--- config.mk ---
export PLATFORM = sky130hd
export DESIGN_NAME = drive_rddata_gen
export DESIGN_NICKNAME = d
export VERILOG_FILES = /design/src/rtl/drive_rddata_gen_pkg.sv /design/src/rtl/drive_rddata_gen_pulse.sv /design/src/rtl/drive_rddata_gen.sv
export SDC_FILE = /design/constraint.sdc
export NUM_CORES = 1
export LEC_CHECK = 0
export CAP_MARGIN = 30
export CELL_PAD_IN_SITES_DETAIL_PLACEMENT = 0
export CELL_PAD_IN_SITES_GLOBAL_PLACEMENT = 1
export CORE_AREA = 2 2 64 66
export DETAILED_ROUTE_END_ITERATION = 7
export DIE_AREA = 0 0 66 68
export DONT_BUFFER_PORTS = 1
export PLACE_DENSITY_LB_ADDON = 0.3
export SYNTH_ARGS = -nofsm -noshare
export SYNTH_HDL_FRONTEND = slang
export SYNTH_HIERARCHICAL = 1
export SYNTH_SLANG_ARGS = --single-unit
--- constraint.sdc ---
create_clock -name fclk -period 2.6 [get_ports fclk]
set_input_delay 0.26 -clock fclk [delete_from_list [all_inputs] [get_ports fclk]]
set_output_delay 0.26 -clock fclk [all_outputs]
set_load 0.02 [all_outputs]
--- src/rtl/drive_rddata_gen_pkg.sv ---
// Shared constants and state encoding for the drive read-data emulator.
package drive_rddata_gen_pkg;

    localparam int BIT_CELL_CLKS_DEF = 28;
    localparam int PULSE_CLKS_DEF    = 7;
    localparam int SYNC_CELLS        = 10;

    localparam logic [SYNC_CELLS-1:0] SYNC_PATTERN = 10'b1111111100;

    typedef enum logic [1:0] {
        ST_IDLE  = 2'd0,
        ST_SHIFT = 2'd1,
        ST_SYNC  = 2'd2
    } state_t;

endpackage

--- src/rtl/drive_rddata_gen_pulse.sv ---
// RDDATA pulse generator: times each bit cell and shapes a PULSE_CLKS-wide low pulse
// at the start of every '1' cell.
module drive_rddata_gen_pulse #(
    parameter int BIT_CELL_CLKS = 28,
    parameter int PULSE_CLKS    = 7
) (
    input  logic fclk,
    input  logic _reset,
    input  logic run,
    input  logic cell_bit,
    output logic cell_end,
    output logic rddata
);

    localparam int CW = $clog2(BIT_CELL_CLKS);
    localparam int PW = (PULSE_CLKS > 1) ? $clog2(PULSE_CLKS) : 1;

    logic [CW-1:0] cell_cnt;
    logic [PW-1:0] pulse_left;
    logic          cell_start;

    assign cell_start = run && (cell_cnt == '0);
    assign cell_end   = run && (cell_cnt == CW'(BIT_CELL_CLKS - 1));

    always_ff @(posedge fclk or negedge _reset) begin
        if (!_reset) begin
            cell_cnt <= '0;
        end else if (!run || cell_end) begin
            cell_cnt <= '0;
        end else begin
            cell_cnt <= cell_cnt + 1'b1;
        end
    end

    // Once started a pulse always runs its full width, even if run drops, so no runt pulses.
    always_ff @(posedge fclk or negedge _reset) begin
        if (!_reset) begin
            rddata     <= 1'b1;
            pulse_left <= '0;
        end else if (cell_start && cell_bit) begin
            rddata     <= 1'b0;
            pulse_left <= PW'(PULSE_CLKS - 1);
        end else if (pulse_left != '0) begin
            pulse_left <= pulse_left - 1'b1;
        end else begin
            rddata     <= 1'b1;
        end
    end

endmodule

--- src/rtl/drive_rddata_gen.sv ---
// Drive-side RDDATA emulator: accepts GCR nibbles over valid/ready and serializes them MSB first.
// Define DRIVE_RDDATA_SYNC_FILL_EN to pad underruns with 10-cell self-sync groups instead of idling.
module drive_rddata_gen
    import drive_rddata_gen_pkg::*;
#(
    parameter int BIT_CELL_CLKS = BIT_CELL_CLKS_DEF,
    parameter int PULSE_CLKS    = PULSE_CLKS_DEF
) (
    input  logic       fclk,
    input  logic       _reset,
    input  logic       enable,
    input  logic [7:0] nib_data,
    input  logic       nib_valid,
    output logic       nib_ready,
    output logic       rddata,
    output logic       busy,
    output logic       underrun
);

    state_t     state, state_nxt;
    logic [7:0] hold_data;
    logic [7:0] shifter;
    logic [2:0] bit_idx;
    logic       hold_full;
    logic       load_shift;
    logic       accept;
    logic       run;
    logic       cell_bit;
    logic       cell_end;
`ifdef DRIVE_RDDATA_SYNC_FILL_EN
    logic [3:0]            sync_idx;
    logic [SYNC_CELLS-1:0] sync_pat;

    assign sync_pat = SYNC_PATTERN;
`endif

    assign run       = enable && (state != ST_IDLE);
    assign busy      = (state != ST_IDLE);
    assign nib_ready = !hold_full || load_shift;
    assign accept    = nib_valid && nib_ready;

    always_comb begin
        cell_bit = shifter[bit_idx];
`ifdef DRIVE_RDDATA_SYNC_FILL_EN
        if (state == ST_SYNC) begin
            cell_bit = sync_pat[4'd9 - sync_idx];
        end
`endif
    end

    // Byte (or sync group) boundaries reload straight from holding so there is never a gap cell.
    always_comb begin
        state_nxt  = state;
        load_shift = 1'b0;
        underrun   = 1'b0;
        if (!enable) begin
            state_nxt = ST_IDLE;
        end else begin
            case (state)
                ST_IDLE: begin
                    if (hold_full) begin
                        load_shift = 1'b1;
                        state_nxt  = ST_SHIFT;
                    end
                end
                ST_SHIFT: begin
                    if (cell_end && (bit_idx == 3'd0)) begin
                        if (hold_full) begin
                            load_shift = 1'b1;
                        end else begin
                            underrun = 1'b1;
`ifdef DRIVE_RDDATA_SYNC_FILL_EN
                            state_nxt = ST_SYNC;
`else
                            state_nxt = ST_IDLE;
`endif
                        end
                    end
                end
`ifdef DRIVE_RDDATA_SYNC_FILL_EN
                ST_SYNC: begin
                    if (cell_end && (sync_idx == 4'd9)) begin
                        if (hold_full) begin
                            load_shift = 1'b1;
                            state_nxt  = ST_SHIFT;
                        end else begin
                            underrun = 1'b1;
                        end
                    end
                end
`endif
                default: state_nxt = ST_IDLE;
            endcase
        end
    end

    always_ff @(posedge fclk or negedge _reset) begin
        if (!_reset) begin
            state <= ST_IDLE;
        end else begin
            state <= state_nxt;
        end
    end

    always_ff @(posedge fclk or negedge _reset) begin
        if (!_reset) begin
            hold_data <= '0;
            hold_full <= 1'b0;
        end else if (accept) begin
            hold_data <= nib_data;
            hold_full <= 1'b1;
        end else if (load_shift) begin
            hold_full <= 1'b0;
        end
    end

    always_ff @(posedge fclk or negedge _reset) begin
        if (!_reset) begin
            shifter <= '0;
            bit_idx <= '0;
        end else if (load_shift) begin
            shifter <= hold_data;
            bit_idx <= 3'd7;
        end else if (state_nxt == ST_IDLE) begin
            bit_idx <= '0;
        end else if ((state == ST_SHIFT) && cell_end && (bit_idx != 3'd0)) begin
            bit_idx <= bit_idx - 1'b1;
        end
    end

`ifdef DRIVE_RDDATA_SYNC_FILL_EN
    always_ff @(posedge fclk or negedge _reset) begin
        if (!_reset) begin
            sync_idx <= '0;
        end else if ((state != ST_SYNC) || (state_nxt != ST_SYNC)) begin
            sync_idx <= '0;
        end else if (cell_end) begin
            sync_idx <= (sync_idx == 4'd9) ? 4'd0 : sync_idx + 1'b1;
        end
    end
`endif

    drive_rddata_gen_pulse #(
        .BIT_CELL_CLKS (BIT_CELL_CLKS),
        .PULSE_CLKS    (PULSE_CLKS)
    ) u_pulse (
        .fclk     (fclk),
        ._reset   (_reset),
        .run      (run),
        .cell_bit (cell_bit),
        .cell_end (cell_end),
        .rddata   (rddata)
    );

endmodule

# --- After elaboration in Yosys (flattened, before gate mapping) ---
# Index checks and enable logic that the tools add are counted.
classes:
  n_shift: 0
  magnitude_cmp: 1
  mul: 0
  n_reduce_logical: 22
  n_mux: 25
  n_eq_ne: 3
  bitwise: 0
  div_mod_pow: 0
  n_addsub: 3
op_table:
  columns: ["cell", "count"]
  rows:
  - ["two-way mux 3 bit", 5]
  - ["two-way mux 1 bit", 12]
  - ["nonzero test 3 bit", 3]
  - ["logical AND 1 bit", 8]
  - ["two-way mux 2 bit", 4]
  - ["nonzero test 2 bit", 3]
  - ["subtractor 3 x 1 -> 3 bit, second input constant", 2]
  - ["adder 5 x 1 -> 5 bit, second input constant", 1]
  - ["equality test 5 bit, second input constant", 1]
  - ["logical NOT 5 bit", 1]
  - ["two-way mux 5 bit", 1]
  - ["logical NOT 2 bit", 2]
  - ["< comparator 3 x 4 -> 1 bit, second input constant", 1]
  - ["one-hot mux 2 bit (2 select lines)", 1]
  - ["binary-select mux 1 bit (select 3 bit)", 1]
  - ["logical NOT 3 bit", 1]
  - ["equality test 2 x 1 -> 1 bit, second input constant", 1]
  - ["logical NOT 1 bit", 2]
  - ["logical OR 1 bit", 2]
  - ["!= test 2 x 1 -> 1 bit, second input constant", 1]
  - ["one-hot mux 1 bit (2 select lines)", 1]
totals:
  mem_bits_ro: 0
  in_bits: 12
  ramBits: 0
  regBits: 31
  out_inout_bits: 4
  mem_count: 0
  latchBits: 0

# --- Logic depth before layout (Yosys ltp) ---
# Gate-level depths: netlist (run 1).
depth:
  word_depth: 10
  mapped_depth: 9
  depth_no_buf: 7

# --- Modules after synthesis ---
# The synthesis (run 1) kept the hierarchy.
modules_own_cells:
  columns: ["mod", "instances", "cells_each", "area_each_um2", "seq_area_each_um2"]
  rows:
  - ["drive_rddata_gen", 1, 77, 1098.6, 550.5]
  - ["drive_rddata_gen_pulse", 1, 44, 456.7, 226.5]

# --- Least setup slack after synthesis (run 1) ---
# No wires, ideal clock.
synth_path:
  path_type: "flip-flop to output port"
  start: "register state[0]"
  end: "output port underrun"
  t_arrival_ns: 2.067
  t_required_ns: 2.340
  setup_slack_ns: 0.273
  path_stages_with_launch: 8
  path_cell_list: "dfrtp_1 > buf_2 > or2_2 > and2_1 > nand2b_4 > nor2_1 > nand3b_4 > nor4b_1"
synth_between:
  elab_chain_len: 7
synth_lines:
  columns: ["element", "line", "rtl"]
  rows:
  - ["start, declared", "drive_rddata_gen.sv:20", "state_t state, state_nxt;"]
  - ["start signal, assigned", "drive_rddata_gen.sv:101", "state <= state_nxt;"]
  - ["nonzero test 2 bit", null, null]
  - ["via busy", "drive_rddata_gen.sv:16", "output logic busy,"]
  - ["logical AND 1 bit", "drive_rddata_gen.sv:37", "assign run = enable && (state != ST_IDLE);"]
  - ["via run", "drive_rddata_gen.sv:27", "logic run;"]
  - ["logical AND 1 bit", "drive_rddata_gen_pulse.sv:23", "assign cell_end = run && (cell_cnt == CW'(BIT_CELL_CLKS - 1));"]
  - ["via cell_end", "drive_rddata_gen.sv:29", "logic cell_end;"]
  - ["logical AND 1 bit", "drive_rddata_gen.sv:67", "if (cell_end && (bit_idx == 3'd0)) begin"]
  - ["two-way mux 1 bit", "drive_rddata_gen.sv:67", null]
  - ["two-way mux 1 bit", "drive_rddata_gen.sv:59", "case (state)"]
  - ["two-way mux 1 bit", "drive_rddata_gen.sv:56", "if (!enable) begin"]
  - ["end, declared", "drive_rddata_gen.sv:17", "output logic underrun"]
# The timed path passes the listed nets, and every way through them passes these cells.

# --- Worst setup path in the final report (run 1) ---
layout_path:
  start: "register u_pulse.cell_cnt[0]"
  end: "register hold_data[7]"
layout_between:
  elab_chain_len: 8
layout_lines:
  columns: ["element", "line", "rtl"]
  rows:
  - ["start, declared", "drive_rddata_gen_pulse.sv:18", "logic [CW-1:0] cell_cnt;"]
  - ["start signal, assigned", "drive_rddata_gen_pulse.sv:31", "cell_cnt <= cell_cnt + 1'b1;"]
  - ["equality test 5 bit", "drive_rddata_gen_pulse.sv:23", null]
  - ["logical AND 1 bit", "drive_rddata_gen_pulse.sv:23", null]
  - ["via cell_end", "drive_rddata_gen.sv:29", null]
  - ["logical AND 1 bit", "drive_rddata_gen.sv:67", null]
  - ["two-way mux 1 bit", "drive_rddata_gen.sv:67", null]
  - ["one-hot mux 1 bit (2 select lines)", "drive_rddata_gen.sv:59", null]
  - ["two-way mux 1 bit", "drive_rddata_gen.sv:56", null]
  - ["logical OR 1 bit", "drive_rddata_gen.sv:39", "assign nib_ready = !hold_full || load_shift;"]
  - ["logical AND 1 bit", "drive_rddata_gen.sv:40", "assign accept = nib_valid && nib_ready;"]
  - ["end signal, assigned", "drive_rddata_gen.sv:110", "hold_data <= nib_data;"]
  - ["end, declared", "drive_rddata_gen.sv:21", "logic [7:0] hold_data;"]
# The timed path passes the listed nets, and every way through them passes these cells.
# A chain may end at the register's enable or synchronous reset.

==> results of run 1 <==
-- area by class of cell --
cell class / count / area [µm²] / area share
flip-flops and latches: 31 / 777 / 0.444
inverters: 10 / 37.5 / 0.0214
well taps: 50 / 62.6 / 0.0357
repair buffers: 6 / 60.1 / 0.0343
multi-input cells: 77 / 713 / 0.407
clock buffers: 8 / 100 / 0.0572
-- routing by layer --
metal,vias up,GRT usage,part of all wire
met5,-,0,0
met4,0,0.0612,0.019
met1,459,0.163,0.45
li1,443,-,-
met2,17,0.221,0.49
met3,6,0.0493,0.043
-- final timing paths --
kind                                      from                    end  slack [ps]  cells past startpoint
max in group asynchronous               _reset         u_pulse/rddata        1950                      2
max                        u_pulse/cell_cnt[0]           hold_data[7]         380                      6
min                                  nib_valid              hold_full         110                      2
min in group asynchronous               _reset  u_pulse/pulse_left[2]         410                      2
max reg2reg                u_pulse/cell_cnt[0]           hold_data[7]         380                      6
min reg2reg                u_pulse/cell_cnt[0]    u_pulse/cell_cnt[0]         500                      1
-- registers in the layout, indices dropped and copies added (netlist names) --
register            flops
hold_full               1
u_pulse/pulse_left      3
u_pulse/rddata          1
bit_idx                 3
shifter                 8
u_pulse/cell_cnt        5
state                   2
hold_data               8
-- report_power, final --
| group | internal, mW | total, mW | switching (mW) |
|---|---|---|---|
| Sequential | 0.613 | 0.699 | 0.0861 |
| Clock | 0.241 | 0.415 | 0.174 |
| Combinational | 0.199 | 0.323 | 0.124 |
| Total | 1.05 | 1.44 | 0.384 |
-- logic make-up after synthesis --
family | Yosys count | synth area share
simple gates | 34 | 0.145
flops | 31 | 0.500
mux | 20 | 0.178
compound gates | 13 | 0.0684
buf+inv | 13 | 0.0418
fa+ha+maj | 6 | 0.0483
xor+xnor | 3 | 0.0169
other cells | 1 | 0.00241
-- cells in the final DEF (no fill, tap or decap), types with 3 or more instances in the layout --
cell       n
ha_1       6
nor2_1     7
dfrtp_1   30
mux2_4     8
mux2_2     9
and2_1     4
nand2_1    5
nand3_1    3
inv_1     10
o21ai_0    3
clkbuf_8   7
buf_4      4
-- per-stage QoR --
stage          instances  total power [mW]  hold WS (ps)  worst slack [ps]  instance area (µm²)
2_1_floorplan        121             0.956         -35.6               273                 1560
3_3_place_gp         172              1.00         -34.6               430                 1620
3_5_place_dp         172              1.02         -34.4               376                 1620
4_1_cts              182              1.46           107               361                 1750
5_1_grt              182              1.54           104               109                 1750
6_report             182              1.44           113               377                 1750
-- worst reg2reg max path, cell delays in order (launching register included) --
cell and delay, ps:
dfrtp_1 390, ha_1 240, nand3_1 110, nor2_1 250, nand3b_4 160, a221o_1 570
mux2_4 390
-- what timing repair did --
action,in CTS,in global routing
hold buffers,2,0
endpoints found under the setup margin,0,0
hold endpoints to repair,31,0
==> impl_metrics.toml, run 1 <==
[run_status]
status = "finished, final reports clean"

[synth]
synth_top_area_frac = 0.483
synthArstFlopShare = 1.00
synth-seq-cells = 31
yosys_most_used_dff = "dfrtp_1"
synth_cell_types = 39
syn_avg_cell_area_um2 = 12.9
synth_most_common_cell = "dfrtp_1"
synth_area_um2 = 1560
synth_cells = 121
yosys.area.top_type = "dfrtp_1"
synth_area_leaders = "dfrtp_1 48%, mux2_4 7.7%, mux2_2 6.5%"
synth-edff-count = 0
ys_seq_area_frac = 0.500
syn_nets = 139
yosysWarnings = 6
ys_top_cells_by_count = "30 x dfrtp_1, 10 x inv_1, 9 x mux2_2"

[worst_setup_path]
critPathCaptureType = "flop"
worstPathRequired_ps = 2760
critPathMaxStageDelay_ps = 570
crit_arrival_ps = 2390
cp_max_fo = 8
crit_family = "compound AO/OA/AOI/OAI gates"
worst-path-buf-inv = 0
start_kind = "flop"
slowest_stage = "a221o_1"
worstPathCellList = "ha_1 -> nand3_1 -> nor2_1 -> nand3b_4 -> a221o_1 -> mux2_4"
critPathKind = "flop to flop"

[route]
ant_nets = 0
wl_um = 2510
drtIter0Drc = 25
wl_per_cell_um = 13.8
vias_per_cell = 5.08
num_vias = 925
route.detailed.drc = 0
drt_pass1_iterations = 4

[timing]
slew_viol_final = 0
worst_pin_slew_ps = 572
setup-violations-final = 0
fin_tns_setup_ps = 0
rsz0062_at_grt = "no"
finClkSkew_ps = 3.61
fmax_ghz = 0.450
slew_headroom = 0.619
fin_crit_sh = 0.855
fin_crit_ps = 2220
hold_viol = 0

[clock_network]
cts_made_buffers = 5
cts_tree = "done"
cts_resized = 0
cts_setup_buffers = 0
clockBufferDepth = 2
cts-htree-levels = 2
path_clk_slew_ps = 60
clock_sinks = 31
ctsRootBufferMaster = "clkbuf_8"
insertion_delay_ps = 280

[pwr]
ir_drop_uv = 485
p_per_area_nw_per_um2 = 821
p_leak_nw = 0.794

[finish]
drive_above_1_share = 0.295
area_delta_synth_final_pct = 12.6
fillers = 371
post-route-util = 0.454
final_nets = 149
num_antenna_cells = 0

[die]
core_area_um2 = 3860
row_count = 23
start_util = 0.403
ioPinCount = 16
die_w_um = 66
dieArea_um2 = 4490
die_h_um = 68

[global_route]
grt_max_degree = 32
antenna_found_initial = 0
grt_usage = 0.136
grt_pass1_wl_um = 4400
grt.overflow.total = 0
grt_pass1_vias = 927

[flow_run]
maxCapViolations = 0

[placed_design]
hpwl_um = 1780
finalWeightedCongestion = 0.784
io_buffers = 0

[worst_hold_path]
min_path_type = "input pin to flop"
No activity file was read; power rests on OpenSTA's default activity.
==> inputs of run 2 (changes only) <==
--- a/config.mk
+++ b/config.mk
@@ -12,6 +12,7 @@
 export DETAILED_ROUTE_END_ITERATION = 7
 export DIE_AREA = 0 0 66 68
 export DONT_BUFFER_PORTS = 1
+export MAX_ROUTING_LAYER = met4
 export PLACE_DENSITY_LB_ADDON = 0.3
 export SYNTH_ARGS = -nofsm -noshare
 export SYNTH_HDL_FRONTEND = slang
==> run 2 against run 1 <==
Net effect:
- clock power about the same
- routed wire length grew 0.72%
- largest power group unchanged
- clock skew barely moved
- non-clock buffer count unchanged
- clock-buffer cell count unchanged
- critical path depth unchanged
- highest routed layer unchanged
- final cell count did not move
- flip-flop and latch count is the same
- critical path type unchanged
- cell area stayed put
- hold slack worse by 1.4 ps
- worst setup slack hardly changed
==> impl_metrics.toml, run 2 (synthesis results as in run 1) <==
[run_status]
status = "finished, final reports clean"

[clock_network]
cts_tree = "done"
cts-htree-levels = 2
cts_resized = 0
cts_made_buffers = 5
path_clk_slew_ps = 60
clock_sinks = 31
ctsRootBufferMaster = "clkbuf_8"
insertion_delay_ps = 280
clockBufferDepth = 2

[timing]
slew_viol_final = 0
rsz0062_at_grt = "no"
fmax_ghz = 0.450
fin_crit_ps = 2220
finClkSkew_ps = 3.63
worst_pin_slew_ps = 570
setup-violations-final = 0
worst_slack_ps = 377
hold_viol = 0
fin_tns_setup_ps = 0
fin_crit_sh = 0.855
slew_headroom = 0.620

[worst_setup_path]
worst-r2r-setup-slack_ps = 380
crit_arrival_ps = 2390
worst_r2r_endpoint = "hold_data[7]"
worstPathRequired_ps = 2760
start_kind = "flop"
critPathCaptureType = "flop"
crit_start = "u_pulse/cell_cnt[0]"
r2r-start = "u_pulse/cell_cnt[0]"
cp_max_fo = 8
ff2ff_path_depth = 6
critPathKind = "flop to flop"

[global_route]
grt_pass1_wl_um = 4440
grt_pass1_vias = 923
grt_usage = 0.141
grt.overflow.total = 0
grt_max_degree = 32
antenna_found_initial = 0

[worst_hold_path]
hold_start = "nib_valid"
holdPathEnd = "hold_full"
min_path_type = "input pin to flop"
hold_depth = 2

[route]
wl_per_cell_um = 13.9
route.detailed.drc = 0
drt_pass1_iterations = 4
ant_nets = 0
wl_um = 2530
num_vias = 927
drtIter0Drc = 34
vias_per_cell = 5.09

[pwr]
p_sw_frac = 0.268
p_per_area_nw_per_um2 = 822
p_leak_nw = 0.794
power.switching_mw = 0.386
power_frac_seq = 0.486
pwr-share-clk = 0.289
ir_drop_uv = 486
power.share.combinational = 0.225
p_int_mw = 1.05

[die]
ioPinCount = 16
row_count = 23
core_area_um2 = 3860
dieArea_um2 = 4490
die_h_um = 68
start_util = 0.403
die_w_um = 66

[finish]
final_nets = 149
area_delta_synth_final_pct = 12.6
reg.largest.list = "hold_data x8, shifter x8, u_pulse/cell_cnt x5"
fillers = 371
drive_above_1_share = 0.295
final_common_cell = "dfrtp_1"
mostFrequentLayoutCells = "30 x dfrtp_1, 10 x inv_1, 9 x mux2_2, 8 x mux2_4"
num_antenna_cells = 0

[placed_design]
finalWeightedCongestion = 0.795
io_buffers = 0
hpwl_um = 1780
place_ws_ps = 376

[flow_run]
maxCapViolations = 0
-- run 2: cell counts in the layout (fill, tap and decap cells not counted) --
No cell type changed its count.
-- run 2: routing by layer --
layer  wire (µm)  GRT usage  vias to the layer above
met3         119     0.0493                        6
met5           0          -                        -
met1        1140      0.168                      459
li1            -          -                      445
met2        1220      0.218                       17
met4          43     0.0612                        0
-- run 2: per-stage QoR --
step	power [mW]	cells	cell area, µm²	util	hold slack [ps]
2_1_floorplan	0.956	121	1560	-	-35.6
3_3_place_gp	1.00	172	1620	0.420	-34.6
3_5_place_dp	1.02	172	1620	0.420	-34.4
4_1_cts	1.46	182	1750	0.454	107
5_1_grt	1.54	182	1750	0.454	104
6_report	1.44	182	1750	0.454	111
-- run 2: layout make-up --
class | instances | area [µm²] | share of cell area
sequential | 31 | 777 | 0.444
inverter | 10 | 37.5 | 0.0214
tap | 50 | 62.6 | 0.0357
timing repair buffer | 6 | 60.1 | 0.0343
multi-input combinational | 77 | 713 | 0.407
clock buffer | 8 | 100 | 0.0572
-- run 2: worst max path at each step --
stage,endpoint,slack [ps],cells past startpoint
final,hold_data[7],380,6
after global routing,underrun,110,6
after CTS,hold_data[7],360,6
after detailed placement,hold_data[7],380,6
after global placement,shifter[7],430,7
after floorplan,underrun,270,7
-- run 2: power by group through the flow --
stage | Combinational, mW | Clock (mW) | Sequential (mW)
3_5_place_dp | 0.311 | 0 | 0.708
2_1_floorplan | 0.276 | 0 | 0.680
5_1_grt | 0.363 | 0.459 | 0.716
3_3_place_gp | 0.300 | 0 | 0.701
6_report | 0.323 | 0.416 | 0.699
4_1_cts | 0.330 | 0.432 | 0.701
-- run 2: worst max-delay path: stages (launching register included) --
cell      delay, ps
dfrtp_1         390
ha_1            240
nand3_1         110
nor2_1          250
nand3b_4        150
a221o_1         570
mux2_4          380
-- run 2: what timing repair did --
action	CTS	global route
buffers inserted	0	0
hold buffers	2	0
hold endpoints to repair	31	0
==> inputs of run 3 (changes only) <==
--- a/config.mk
+++ b/config.mk
@@ -9,6 +9,7 @@
 export CELL_PAD_IN_SITES_DETAIL_PLACEMENT = 0
 export CELL_PAD_IN_SITES_GLOBAL_PLACEMENT = 1
 export CORE_AREA = 2 2 64 66
+export CTS_BUF_LIST = sky130_fd_sc_hd__clkbuf_4
 export DETAILED_ROUTE_END_ITERATION = 7
 export DIE_AREA = 0 0 66 68
 export DONT_BUFFER_PORTS = 1
==> constraint.sdc (replaced) <==
create_clock -name fclk -period 2.8 [get_ports fclk]
set_input_delay 0.28 -clock fclk [delete_from_list [all_inputs] [get_ports fclk]]
set_output_delay 0.28 -clock fclk [all_outputs]
set_load 0.02 [all_outputs]
==> run 3 against run 2 <==
Net effect:
- flip-flop and latch count did not move
- clock skew rose by 1.6 ps
- total power fell by 17%
- combinational power fell by 8.4%
- sequential share of layout area rose by 1.3 points
- largest cell class unchanged
- largest power group unchanged
- global-route usage fell by 0.33 points
- core utilization fell by 1.3 points
==> impl_metrics.toml, run 3 (synthesis results as in run 1) <==
[worst_setup_path]
worstPathRequired_ps = 2520
worst-r2r-setup-slack_ps = 540
worst_r2r_endpoint = "hold_data[4]"
r2r-start = "state[1]"
worstPathCellList = "or2_2 -> and2_1 -> nand2b_4 -> nor2_1 -> nand3b_4 -> nor4b_1 -> buf_4"
cp_max_fo = 7
slowest_stage = "dfrtp_1"
critPathKind = "flop to output pin"
critPathCaptureType = "output pin"
ff2ff_path_depth = 7
crit_arrival_ps = 2040
start_kind = "flop"
critPathMaxStageDelay_ps = 360

[worst_hold_path]
hold_depth = 2
min_path_type = "input pin to flop"
hold_start = "nib_valid"
holdPathEnd = "hold_full"

[timing]
hold_viol = 0
worst_slack_ps = 484
fin_tns_setup_ps = 0
slew_headroom = 0.637
fin_crit_ps = 2320
setup-violations-final = 0
fmax_ghz = 0.432
fin_crit_sh = 0.827
worst_pin_slew_ps = 544
rsz0062_at_grt = "no"
finClkSkew_ps = 5.18
slew_viol_final = 0

[finish]
fin_area_um2 = 1700
final_nets = 148
post-route-util = 0.441
reg.largest.list = "hold_data x8, shifter x8, u_pulse/cell_cnt x5"
drive_above_1_share = 0.298
final_common_cell = "dfrtp_1"
mostFrequentLayoutCells = "30 x dfrtp_1, 10 x inv_1, 9 x mux2_2, 8 x mux2_4"
area_delta_synth_final_pct = 9.33
num_antenna_cells = 0
fillers = 373
fin_cells = 181

[placed_design]
place_area_um2 = 1610
io_buffers = 0
dpl.cell_count = 171
place_ws_ps = 532
finalWeightedCongestion = 0.705
hpwl_um = 1790

[clock_network]
insertion_delay_ps = 320
cts_tree = "done"
cts-htree-levels = 2
path_clk_slew_ps = 90
cts_made_buffers = 5
ctsRootBufferMaster = "clkbuf_4"
clock_sinks = 31
ctsHoldBuffers = 2
cts_resized = 0
clockBufferDepth = 2
cts_setup_buffers = 0

[route]
wl_per_cell_um = 13.5
vias_per_cell = 5.06
route.detailed.drc = 0
drtIter0Drc = 39
drt_pass1_iterations = 4
wl_um = 2440
ant_nets = 0
num_vias = 916

[global_route]
grt_util_met3 = 0.0411
busiest_layer = "met2"
grt_max_degree = 32
grt_pass1_wl_um = 4340
grt_usage = 0.138
grt.overflow.total = 0
use_met2 = 0.207
met1_usage = 0.164
grt_pass1_vias = 935
antenna_found_initial = 0

[die]
start_util = 0.403
ioPinCount = 16
dieArea_um2 = 4490
row_count = 23
core_area_um2 = 3860
die_h_um = 68
die_w_um = 66

[pwr]
ir_drop_uv = 354
p_leak_nw = 0.774
p_per_area_nw_per_um2 = 706

[flow_run]
maxCapViolations = 0

[run_status]
status = "finished, final reports clean"
run 3: changes by cell type in the layout (fill, tap and decap cells not counted):
cell      previous run  this run
clkinv_2             0         1
buf_4                4         3
clkbuf_1             1         0
clkbuf_8             7         0
clkbuf_4             0         7
run 3: how the worst max path moves through the flow:
stage                               to  slack [ps]      from  cells after the start
final                         underrun         480  state[1]                      7
after global routing         nib_ready         230  state[1]                      8
after CTS                    nib_ready         440  state[1]                      8
after detailed placement  hold_data[4]         530  state[1]                      7
after global placement    hold_data[5]         590  state[1]                      7
after floorplan               underrun         450  state[0]                      7
run 3: worst max-delay path: cells and delay by family, from the launching register on:
| kind | cells | cell delay, ps |
|---|---|---|
| flops | 1 | 360 |
| simple gates | 6 | 1150 |
| buf+inv | 1 | 190 |
run 3: final cells by class:
class | count | area [µm²] | area share
clock inverters | 1 | 5.00 | 0.00294
flip-flops and latches | 31 | 777 | 0.457
inverters | 10 | 37.5 | 0.0221
repair buffers | 5 | 52.6 | 0.0309
well taps | 50 | 62.6 | 0.0368
clock buffers | 7 | 52.6 | 0.0309
multi-input cells | 77 | 713 | 0.419
run 3: stage by stage:
stage / power (mW) / hold slack [ps]
floorplan: 0.888 / -15.6
global placement: 0.929 / -14.7
detailed placement: 0.941 / -14.6
CTS: 1.22 / 66.1
global route: 1.30 / 68.3
finish: 1.20 / 78.6
run 3: layer usage:
metal	vias to the layer above	wire length, µm
li1	440	-
met1	459	1080
met2	15	1230
met3	2	97
met4	0	27
met5	-	0
run 3: where the power goes:
group | internal [mW] | switching (mW) | total [mW]
logic | 0.184 | 0.113 | 0.296
clock network | 0.117 | 0.143 | 0.261
registers | 0.568 | 0.0760 | 0.644
